<file path="src/rtl/coord_pkg.sv">
// Shared constants, state encoding and helpers for the 3D-to-2D coordinate projector.
package coord_pkg;

    localparam int unsigned FX     = 185;
    localparam int unsigned FY     = 185;
    localparam int unsigned CX     = 105;
    localparam int unsigned CY     = 77;
    localparam int unsigned IMG_W  = 4000;
    localparam int unsigned IMG_H  = 2900;
    localparam int unsigned RATE   = IMG_W / 208;
    localparam int unsigned NUM_W  = 25;
    localparam int unsigned DEN_W  = 16;
    localparam int unsigned CRD_W  = 16;
    localparam int unsigned PROD_W = 32;
    localparam int unsigned CNT_W  = $clog2(NUM_W);

    typedef enum logic [2:0] {
        IDLE  = 3'd0,
        LOAD  = 3'd1,
        DIV_X = 3'd2,
        DIV_Y = 3'd3,
        MAP   = 3'd4,
        DONE  = 3'd5
    } state_e;

    // Scale a quotient to image units; the wide product is clamped before narrowing.
    function automatic logic [CRD_W-1:0] scale_clamp(input logic [NUM_W-1:0] q,
                                                     input logic [CRD_W-1:0] lim);
        logic [PROD_W-1:0] prod;
        prod = PROD_W'(q) * PROD_W'(RATE);
        if (prod > PROD_W'(lim)) begin
            return lim;
        end
        return CRD_W'(prod);
    endfunction

endpackage

</file>
<file path="src/rtl/udiv_serial.sv">
// Restoring divider, one quotient bit per cycle; the start cycle performs the first step.
module udiv_serial
    import coord_pkg::*;
(
    input  logic             clk,
    input  logic             rst_n,
    input  logic             start,
    input  logic [NUM_W-1:0] dividend,
    input  logic [DEN_W-1:0] divisor,
    output logic [NUM_W-1:0] quotient,
    output logic             busy,
    output logic             done_c
);

    logic [DEN_W-1:0] rem_q, rem_d;
    logic [NUM_W-1:0] quo_q, quo_d;
    logic [CNT_W-1:0] cnt_q, cnt_d;
    logic             busy_q, busy_d;

    logic [DEN_W-1:0] src_rem;
    logic [NUM_W-1:0] src_quo;
    logic [DEN_W:0]   trial;
    logic [DEN_W-1:0] step_rem;
    logic [NUM_W-1:0] step_quo;

    // One restoring step from either the fresh dividend or the running registers.
    always_comb begin
        rem_d    = rem_q;
        quo_d    = quo_q;
        cnt_d    = cnt_q;
        busy_d   = busy_q;
        src_rem  = start ? '0 : rem_q;
        src_quo  = start ? dividend : quo_q;
        trial    = {src_rem, src_quo[NUM_W-1]};
        if (trial >= {1'b0, divisor}) begin
            step_rem = DEN_W'(trial - {1'b0, divisor});
            step_quo = {src_quo[NUM_W-2:0], 1'b1};
        end else begin
            step_rem = DEN_W'(trial);
            step_quo = {src_quo[NUM_W-2:0], 1'b0};
        end
        if (start) begin
            rem_d  = step_rem;
            quo_d  = step_quo;
            cnt_d  = CNT_W'(NUM_W - 1);
            busy_d = 1'b1;
        end else if (busy_q) begin
            rem_d = step_rem;
            quo_d = step_quo;
            cnt_d = cnt_q - CNT_W'(1);
            if (cnt_q == CNT_W'(1)) begin
                busy_d = 1'b0;
            end
        end
    end

    // Divider state registers.
    always_ff @(posedge clk) begin
        if (!rst_n) begin
            rem_q  <= '0;
            quo_q  <= '0;
            cnt_q  <= '0;
            busy_q <= 1'b0;
        end else begin
            rem_q  <= rem_d;
            quo_q  <= quo_d;
            cnt_q  <= cnt_d;
            busy_q <= busy_d;
        end
    end

    assign quotient = quo_q;
    assign busy     = busy_q;
    assign done_c   = busy_q && !start && (cnt_q == CNT_W'(1));

endmodule

</file>
<file path="src/rtl/coord_proj_ctrl.sv">
// Projects one 3D sample to clamped, quadrant-mirrored 2D image coordinates.
module coord_proj_ctrl
    import coord_pkg::*;
(
    input  logic        clk,
    input  logic        rst_n,
    input  logic        in_valid,
    output logic        in_ready,
    input  logic [15:0] x,
    input  logic [15:0] y,
    input  logic [15:0] z,
    input  logic [1:0]  quadrant,
    output logic        out_valid,
    input  logic        out_ready,
    output logic [15:0] x_2d,
    output logic [15:0] y_2d,
    output logic        err,
    output logic        busy
);

    state_e           state_q, state_d;
    logic [15:0]      x_q, x_d, y_q, y_d, z_q, z_d;
    logic [1:0]       quad_q, quad_d;
    logic [NUM_W-1:0] nx_q, nx_d, ny_q, ny_d, qx_q, qx_d;
    logic [CRD_W-1:0] x2d_q, x2d_d, y2d_q, y2d_d;
    logic             err_q, err_d;
    logic             out_valid_q, out_valid_d;
    logic             busy_q, busy_d;
    logic             in_ready_q, in_ready_d;

    logic             div_start_c;
    logic [NUM_W-1:0] div_dividend_c;
    logic [NUM_W-1:0] div_quo;
    logic             div_busy;
    logic             div_done_c;
    logic [CRD_W-1:0] tx_c, ty_c;

    udiv_serial u_div (
        .clk      (clk),
        .rst_n    (rst_n),
        .start    (div_start_c),
        .dividend (div_dividend_c),
        .divisor  (z_q),
        .quotient (div_quo),
        .busy     (div_busy),
        .done_c   (div_done_c)
    );

    // Next-state, datapath and output logic.
    always_comb begin
        state_d        = state_q;
        x_d            = x_q;
        y_d            = y_q;
        z_d            = z_q;
        quad_d         = quad_q;
        nx_d           = nx_q;
        ny_d           = ny_q;
        qx_d           = qx_q;
        x2d_d          = x2d_q;
        y2d_d          = y2d_q;
        err_d          = err_q;
        out_valid_d    = out_valid_q;
        div_start_c    = 1'b0;
        div_dividend_c = nx_q;
        tx_c           = '0;
        ty_c           = '0;
        case (state_q)
            IDLE: begin
                if (in_valid) begin
                    x_d     = x;
                    y_d     = y;
                    z_d     = z;
                    quad_d  = quadrant;
                    state_d = LOAD;
                end
            end
            LOAD: begin
                nx_d = NUM_W'(FX) * NUM_W'(x_q) + NUM_W'(CX) * NUM_W'(z_q);
                ny_d = NUM_W'(FY) * NUM_W'(y_q) + NUM_W'(CY) * NUM_W'(z_q);
                if (z_q == 16'd0) begin
                    err_d   = 1'b1;
                    state_d = MAP;
                end else begin
                    state_d = DIV_X;
                end
            end
            DIV_X: begin
                div_dividend_c = nx_q;
                if (!div_busy) begin
                    div_start_c = 1'b1;
                end else if (div_done_c) begin
                    state_d = DIV_Y;
                end
            end
            DIV_Y: begin
                div_dividend_c = ny_q;
                if (!div_busy) begin
                    div_start_c = 1'b1;
                    qx_d        = div_quo;
                end else if (div_done_c) begin
                    state_d = MAP;
                end
            end
            MAP: begin
                if (!err_q) begin
                    tx_c = scale_clamp(qx_q, CRD_W'(IMG_W));
                    ty_c = scale_clamp(div_quo, CRD_W'(IMG_H));
                end
                x2d_d       = (quad_q == 2'd0 || quad_q == 2'd3) ? tx_c : CRD_W'(IMG_W) - tx_c;
                y2d_d       = quad_q[1] ? ty_c : CRD_W'(IMG_H) - ty_c;
                out_valid_d = 1'b1;
                state_d     = DONE;
            end
            DONE: begin
                if (out_ready) begin
                    out_valid_d = 1'b0;
                    err_d       = 1'b0;
                    state_d     = IDLE;
                end
            end
            default: begin
                state_d = IDLE;
            end
        endcase
        busy_d     = (state_d != IDLE);
        in_ready_d = (state_d == IDLE);
    end

    // State and datapath registers.
    always_ff @(posedge clk) begin
        if (!rst_n) begin
            state_q     <= IDLE;
            x_q         <= '0;
            y_q         <= '0;
            z_q         <= '0;
            quad_q      <= '0;
            nx_q        <= '0;
            ny_q        <= '0;
            qx_q        <= '0;
            x2d_q       <= '0;
            y2d_q       <= '0;
            err_q       <= 1'b0;
            out_valid_q <= 1'b0;
            busy_q      <= 1'b0;
            in_ready_q  <= 1'b1;
        end else begin
            state_q     <= state_d;
            x_q         <= x_d;
            y_q         <= y_d;
            z_q         <= z_d;
            quad_q      <= quad_d;
            nx_q        <= nx_d;
            ny_q        <= ny_d;
            qx_q        <= qx_d;
            x2d_q       <= x2d_d;
            y2d_q       <= y2d_d;
            err_q       <= err_d;
            out_valid_q <= out_valid_d;
            busy_q      <= busy_d;
            in_ready_q  <= in_ready_d;
        end
    end

    assign in_ready  = in_ready_q;
    assign out_valid = out_valid_q;
    assign x_2d      = x2d_q;
    assign y_2d      = y2d_q;
    assign err       = err_q;
    assign busy      = busy_q;

endmodule

</file>
<file path="config.mk">
export PLATFORM = sky130hd
export DESIGN_NAME = coord_proj_ctrl
export DESIGN_NICKNAME = d
export VERILOG_FILES = /design/src/rtl/coord_pkg.sv /design/src/rtl/udiv_serial.sv /design/src/rtl/coord_proj_ctrl.sv
export SDC_FILE = /design/constraint.sdc
export NUM_CORES = 1
export LEC_CHECK = 0
export CAP_MARGIN = 15
export CORE_MARGIN = 2
export CORE_UTILIZATION = 40
export DETAILED_ROUTE_END_ITERATION = 10
export GPL_TIMING_DRIVEN = 1
export PLACE_DENSITY_LB_ADDON = 0.2
export SKIP_CTS_REPAIR_TIMING = 1
export SYNTH_ARGS = -nofsm -noshare
export SYNTH_HDL_FRONTEND = slang
export SYNTH_SLANG_ARGS = --single-unit
export TNS_END_PERCENT = 100
</file>
<file path="constraint.sdc">
create_clock -name clk -period 5.48 [get_ports clk]
set_input_delay 0.548 -clock clk [delete_from_list [all_inputs] [get_ports clk]]
set_output_delay 0.548 -clock clk [all_outputs]
set_load 0.02 [all_outputs]
</file>
==> results by group, run 1 <==
Outcome
  • Status: completed

STA
  • RSZ-0062 raised after global routing: yes
  • Worst Tran Pin Value: 1.12 ns
  • Fin crit period: 5.42 ns
  • Clk_skew: 0.0123 ns
  • Setup TNS: 0 ns
  • Final worst path period share: 98.8%
  • Min Hold Slack: 0.457 ns
  • Fmax: ~180 MHz
  • Fin. Hold Viols: 0
  • Final Max Tran Viols: 0
  • Final setup viols: 0
  • Max_slew headroom: 25.1%

Clocking
  • Htree depth: 1
  • CTS sink count: 211
  • Root Driver: clkbuf_16
  • Clock Latency Late Sink: 0.58 ns
  • Reg clk slew, reported paths: 0.06 ns
  • TritonCTS buffer count: 27
  • CTS tree: done
  • Clk buf depth: 3

Setup path
  • Top Family by Delay on Critical Path: adder cells
  • Most used cell, CP: fa_1
  • Max incr delay on CP: just over 0.6 ns
  • Crit Path Max Fanout: 4
  • Crit path buf inv count: 4
  • WS Path Type: reg2reg
  • Worst path slowest cell: fa_1
  • Critical Path AT: slightly below 6 ns
  • CP cell instances: buf_4, fa_1, fa_1, fa_1, inv_1, fa_1, inv_1, fa_1, ha_1, ha_1, buf_4, nand3_1, a2bb2oi_4, a31oi_4, a41o_1, o41ai_4, o21ai_1, xnor2_1, o21ai_1
  • Startpoint Class: flip-flop
  • WP data required: 5.95 ns
  • CP endpoint kind: flip-flop

Synth
  • Top post-synthesis cells by area: fa_1 (20%), ha_1 (18%), dfxtp_1 (17%)
  • Cell variety after synth: 80
  • Synth top area share: about a fifth
  • Syn Nets: 3530
  • Mux contribution to synthesized area: 0.342%
  • Leading cell type by number of instances after synthesis: inv_1
  • Ys Warns: 0
  • Post-synth EDFFs: 0
  • Asr flop ratio synth: 0%
  • Cells after synthesis: 2886
  • Synth Flop Type: dfxtp_1
  • Adder-cell share of the synthesized area: 38.2%
  • Largest family of logic cells by synthesized area: adder cells
  • #FFs+latches synth: about 210
  • Synthesized area: 24200 um2
  • Register area share after synthesis: 17.5%
  • Synth Area in XOR/XNOR: 2.86%
  • Simple-gate share of the synthesized area: a little over an eighth
  • Compound-gate portion of the synthesized area: 17.9%
  • Leading area contributor after synthesis: fa_1
  • Most frequent cells after synthesis: inv_1 (515), ha_1 (345), nand2_1 (324)
  • Mean Syn Cell Area: 8.37 um2

Routing
  • Post-DRT Antenna Nets: 0
  • Pre-antenna DRT Iters: 6
  • Wire length per cell: 18.4 um
  • DR vias: 20700
  • Drt drc: 0
  • Drt initial violations: 1319
  • Total wire length: about 72000 um
  • Routed vias/inst: 5.32

Die
  • # IOs: 90
  • Initial core utilization: 40.2%
  • Die X: around 250 um
  • Die H: 250 um
  • Core area: 60000 um2
  • DIE AREA: about 62000 um2
  • Row count: 90

Flow run
  • Max cap viols: 0

Pwr
  • Static Leak: 13.7 nW
  • PD cells: 381 nW/um2
  • Peak supply drop: 0.277 mV
  • Final Power: 11.0 mW

Global route
  • Largest net degree at the start of global routing: 72
  • First-pass GRT wire length: 115000 um
  • Vias in the first global route: 20900
  • Grt ovf: 0
  • Overall routing resource usage: a little under a quarter
  • Antenna violations before repair: 0

Final layout
  • Layout filler cell count: 5847
  • N_diodes: 0
  • Layout cell share with drive strength beyond 1: 12.8%
  • # nets final: between 3000 and 4000
  • Register area: about 4300 um2
  • Multi-input logic area: 18300 um2
  • Syn-to-layout area delta: 19.8%
  • Layout Utilization: 48.2%

Min path
  • Hold crit path type: reg2reg

Placement
  • GPL Wtd Cong: 0.862
  • # port buffers: 89
  • Half-perimeter wire length after placement: 57000 um
[kinds of logic after synthesis]
group / Yosys count
flip-flops: 211
XOR/XNOR: 79
AND/OR/NAND/NOR: 696
adder cells (fa/ha/maj): 590
multiplexers: 8
AO/OA/AOI/OAI: 673
buffers and inverters: 629
[flip-flops by register name, summed over array words and instances (netlist names), 2 cells and up]
signal	count
nx_q	25
ny_q	25
qx_q	25
u_div.quotient	25
u_div.rem_q	16
x_2d	16
x_q	16
y_2d	16
y_q	16
z_q	16
u_div.cnt_q	5
state_q	3
quad_q	2
[path summary, 6_finish.rpt]
check	from	endpoint	slack, ns	cells past startpoint
worst min-delay path	y_2d[5]	y_2d[5]	0.46	2
worst max-delay path	y_q[7]	ny_q[23]	0.06	19
worst max register to register	y_q[7]	ny_q[23]	0.06	19
worst min register to register	y_2d[5]	y_2d[5]	0.46	2
[placed cells by master (no fill, tap or decap), drive strengths merged, types with 10 or more instances in the layout]
| cell | instances |
|---|---|
| a31oi | 33 |
| inv | 518 |
| xor2 | 21 |
| clkbuf | 33 |
| dfxtp | 211 |
| ha | 345 |
| nor3b | 10 |
| and3 | 12 |
| nand2 | 324 |
| a21oi | 272 |
| o211ai | 14 |
| a21o | 44 |
| clkdlybuf4s50 | 88 |
| nor2b | 18 |
| a211oi | 24 |
| o31ai | 14 |
| o21ai | 98 |
| nor2 | 101 |
| xnor2 | 58 |
| nand3 | 58 |
| nand4 | 15 |
| o21a | 20 |
| buf | 209 |
| fa | 245 |
| and2 | 31 |
| o221ai | 31 |
| or3 | 21 |
| nor4 | 10 |
| a22oi | 23 |
| a2111oi | 10 |
| nand2b | 14 |
| nor3 | 49 |
[layer usage]
metal	part of all wire [%]	global-route usage, %	wire (um)	up-vias
met4	1.8	4.73	1290	0
met2	45	36.6	32100	455
met3	4.6	2.25	3260	64
met5	0	0	0	-
li1	-	-	-	10100
met1	49	33.6	35000	10100
[worst reg2reg max path, delay by kind of cell, from the launching register on]
kind	cells	cell delay (ns)
AOI/OAI and AO/OA	6	1.07
xor gates and xnor gates	1	0.14
adders and majority gates	7	3.18
buffers and inverters	4	0.43
DFF	1	0.37
and+or+nand+nor	1	0.11
[power breakdown]
part,switching (mW),internal [mW],total [mW]
sequential,0.182,1.73,1.91
clock,0.789,1.12,1.90
combinational,3.92,3.30,7.22
total,4.89,6.15,11.0
[stage by stage]
stage,cell area [um2],cells,setup slack (ns)
6_report,28900,3898,0.0647
3_3_place_gp,27100,3843,-0.435
5_1_grt,28900,3898,-0.190
2_1_floorplan,24200,2886,0.00800
3_5_place_dp,27100,3843,-0.382
4_1_cts,28100,3890,-0.425
[layout make-up]
cell class,count,share of cell area [%]
clock buffers,33,2.58
inverters,515,6.69
repair buffers,297,8.62
well taps,782,3.38
clock inverters,14,0.614
flip-flops and latches,211,14.8
multi-input cells,2046,63.3
No activity file was read; power rests on OpenSTA's default activity.
==> run 2: changes to the inputs <==
Settings changed: ABC_CLOCK_PERIOD_IN_PS set to 5480, RECOVER_POWER set to 100.
==> run 2 against run 1 <==
  * The flow now finishes with violations (max-capacitance violations, max-slew violations)
  * Count of clock-buffer cells in the layout is the same
  * Critical path depth grew 1
  * Worst hold slack lost 0.0027 ns
  * Sequential power is essentially flat
  * Die area is the same
  * Final cell count is the same
  * Register-to-register slack lost 0.06 ns
  * Critical path type unchanged
  * Critical endpoint is now nx_q[24]
  * Largest cell class unchanged
  * Largest power group unchanged
==> results by group, run 2 (synthesis results as in run 1) <==
Final layout
  • N_diodes: 0 (unchanged)
  • Commonest non-fill, non-tap cell in the layout: inv_1
  • Design area: 28900 um2 (-0.20%)
  • Register area: 4270 um2 (unchanged)
  • Layout Utilization: 48.1% (-0.098 points)
  • Layout filler cell count: 5856 (+0.15%)
  • Layout cell share with drive strength beyond 1: 12.4% (-0.39 points)
  • Multi-input logic area: 18300 um2 (-0.16%)
  • Syn-to-layout area delta: 19.6%
  • # nets final: 3742 (unchanged)
  • Most frequent cells in the layout: inv_1 (506), nand2_1 (324), ha_1 (310)

Global route
  • Overall routing resource usage: 22.9% (unchanged)
  • Vias in the first global route: 20900 (unchanged)
  • Largest net degree at the start of global routing: 72 (unchanged)
  • Grt ovf: 0 (unchanged)
  • First-pass GRT wire length: 115000 um (unchanged)
  • Antenna violations before repair: 0 (unchanged)

STA
  • Final setup margin: 0.00309 ns (-0.0617 ns)
  • Final worst path period share: 99.9% (+1.1 points)
  • Clk_skew: 0.0130 ns (+0.000714 ns)
  • RSZ-0062 raised after global routing: yes
  • Fin crit period: 5.48 ns (+0.0617 ns)
  • Max_slew headroom: -70.7% (-96 points)
  • Final Max Tran Viols: 171 (+171)
  • Fin. Hold Viols: 0 (unchanged)
  • Final setup viols: 0 (unchanged)
  • Min Hold Slack: 0.454 ns (-0.00275 ns)
  • Worst Tran Pin Value: 2.56 ns (+1.44 ns)
  • Fmax: 183 MHz (-1.1%)

Routing
  • Total wire length: 71600 um (about the same)
  • Drt drc: 0 (unchanged)
  • Post-DRT Antenna Nets: 0 (unchanged)
  • Wire length per cell: 18.4 um (about the same)
  • Routed vias/inst: 5.33 (+0.13%)
  • Pre-antenna DRT Iters: 5 (-1)
  • DR vias: 20800 (+0.13%)
  • Drt initial violations: 1306 (-0.99%)

Pwr
  • NetSw: 4.89 mW (-0.14%)
  • Combinational Power Share: 65.4% (about the same)
  • Clk network pwr share: 17.3% (about the same)
  • Static Leak: 13.8 nW (+0.62%)
  • Pint: 6.14 mW (-0.22%)
  • Sequential fraction of design power: 17.3% (about the same)
  • Net Sw Frac: 44.3% (about the same)
  • Peak supply drop: 0.274 mV (-1.0%)
  • PD cells: 381 nW/um2 (about the same)
  • Final Power: 11.0 mW (-0.18%)

Clocking
  • Htree depth: 1 (unchanged)
  • Clk buf depth: 3 (unchanged)
  • Root Driver: clkbuf_16
  • TritonCTS buffer count: 27 (unchanged)
  • Reg clk slew, reported paths: 0.06 ns (about the same)
  • CTS tree: done
  • CTS sink count: 211 (unchanged)
  • Clock Latency Late Sink: 0.58 ns (about the same)

Setup path
  • Crit Path Max Fanout: 4 (unchanged)
  • Startpoint Class: flip-flop
  • WP data required: 5.93 ns (-0.02 ns)
  • CP endpoint kind: flip-flop
  • WS Path Type: reg2reg
  • Critical Path AT: 5.93 ns (+0.05 ns)
  • Reg2Reg Setup Slack: 0.003 ns (-0.06 ns)

Die
  • DIE AREA: 62400 um2 (unchanged)
  • # IOs: 90 (unchanged)
  • Die H: 250 um (unchanged)
  • Initial core utilization: 40.2% (unchanged)
  • Die X: 250 um (unchanged)
  • Core area: 60000 um2 (unchanged)
  • Row count: 90 (unchanged)

Outcome
  • Failing checks: max-capacitance violations, max-slew violations
  • Status: finished, violations left

Placement
  • Post-DP Area: 27100 um2 (unchanged)
  • # port buffers: 89 (unchanged)
  • GPL Wtd Cong: 0.862 (unchanged)
  • Half-perimeter wire length after placement: 57000 um (unchanged)
  • DP Worst Slack: -0.382 ns (unchanged)

Flow run
  • Max cap viols: 5 (+5)

Min path
  • Hold crit path type: reg2reg
[run 2: worst max-delay path: stages, from the launching register on]
cell	delay (ns)
dfxtp_4	0.36
fa_1	0.51
inv_1	0.05
fa_1	0.49
inv_2	0.05
ha_4	0.23
fa_1	0.55
fa_1	0.42
ha_1	0.32
ha_4	0.28
buf_4	0.10
a21oi_1	0.10
nand4b_1	0.28
a211o_1	0.42
a31oi_2	0.27
and2_4	0.19
a41o_1	0.24
a31oi_4	0.12
o21ai_2	0.14
xnor2_1	0.13
o21ai_1	0.08
[run 2: layout make-up]
class                      instances  share of cell area (%)
clock buffer                      33                    2.59
clock inverter                    14                   0.615
inverter                         515                    6.71
multi-input combinational       2046                    63.4
sequential                       211                    14.8
tap                              782                    3.39
timing repair buffer             297                    8.53
[run 2: metrics by stage]
step | std cells | setup TNS (ns)
2_1_floorplan | 2886 | 0
3_3_place_gp | 3843 | -2.48
3_5_place_dp | 3843 | -2.87
4_1_cts | 3890 | -3.31
5_1_grt | 3898 | -1.39
6_report | 3898 | 0
[run 2: final timing paths]
check        startpoint  depth (start not counted)       end
max reg2reg      x_q[1]                         20  nx_q[24]
min             y_2d[7]                          2   y_2d[7]
max              x_q[1]                         20  nx_q[24]
min reg2reg     y_2d[7]                          2   y_2d[7]
[run 2: power by group through the flow]
stage / combinational (mW) / sequential, mW / clock, mW
3_5_place_dp: 6.22 / 1.94 / 0
2_1_floorplan: 4.25 / 1.91 / 0
3_3_place_gp: 6.18 / 1.93 / 0
4_1_cts: 6.31 / 1.91 / 1.94
6_report: 7.21 / 1.91 / 1.90
5_1_grt: 8.11 / 1.93 / 2.00
[run 2: metal layers]
metal	vias to the layer above	global-route usage, %	wire (um)
li1	10100	-	-
met1	10100	33.6	35000
met2	436	36.6	32000
met3	60	2.25	3240
met4	0	4.73	1290
met5	-	0	0
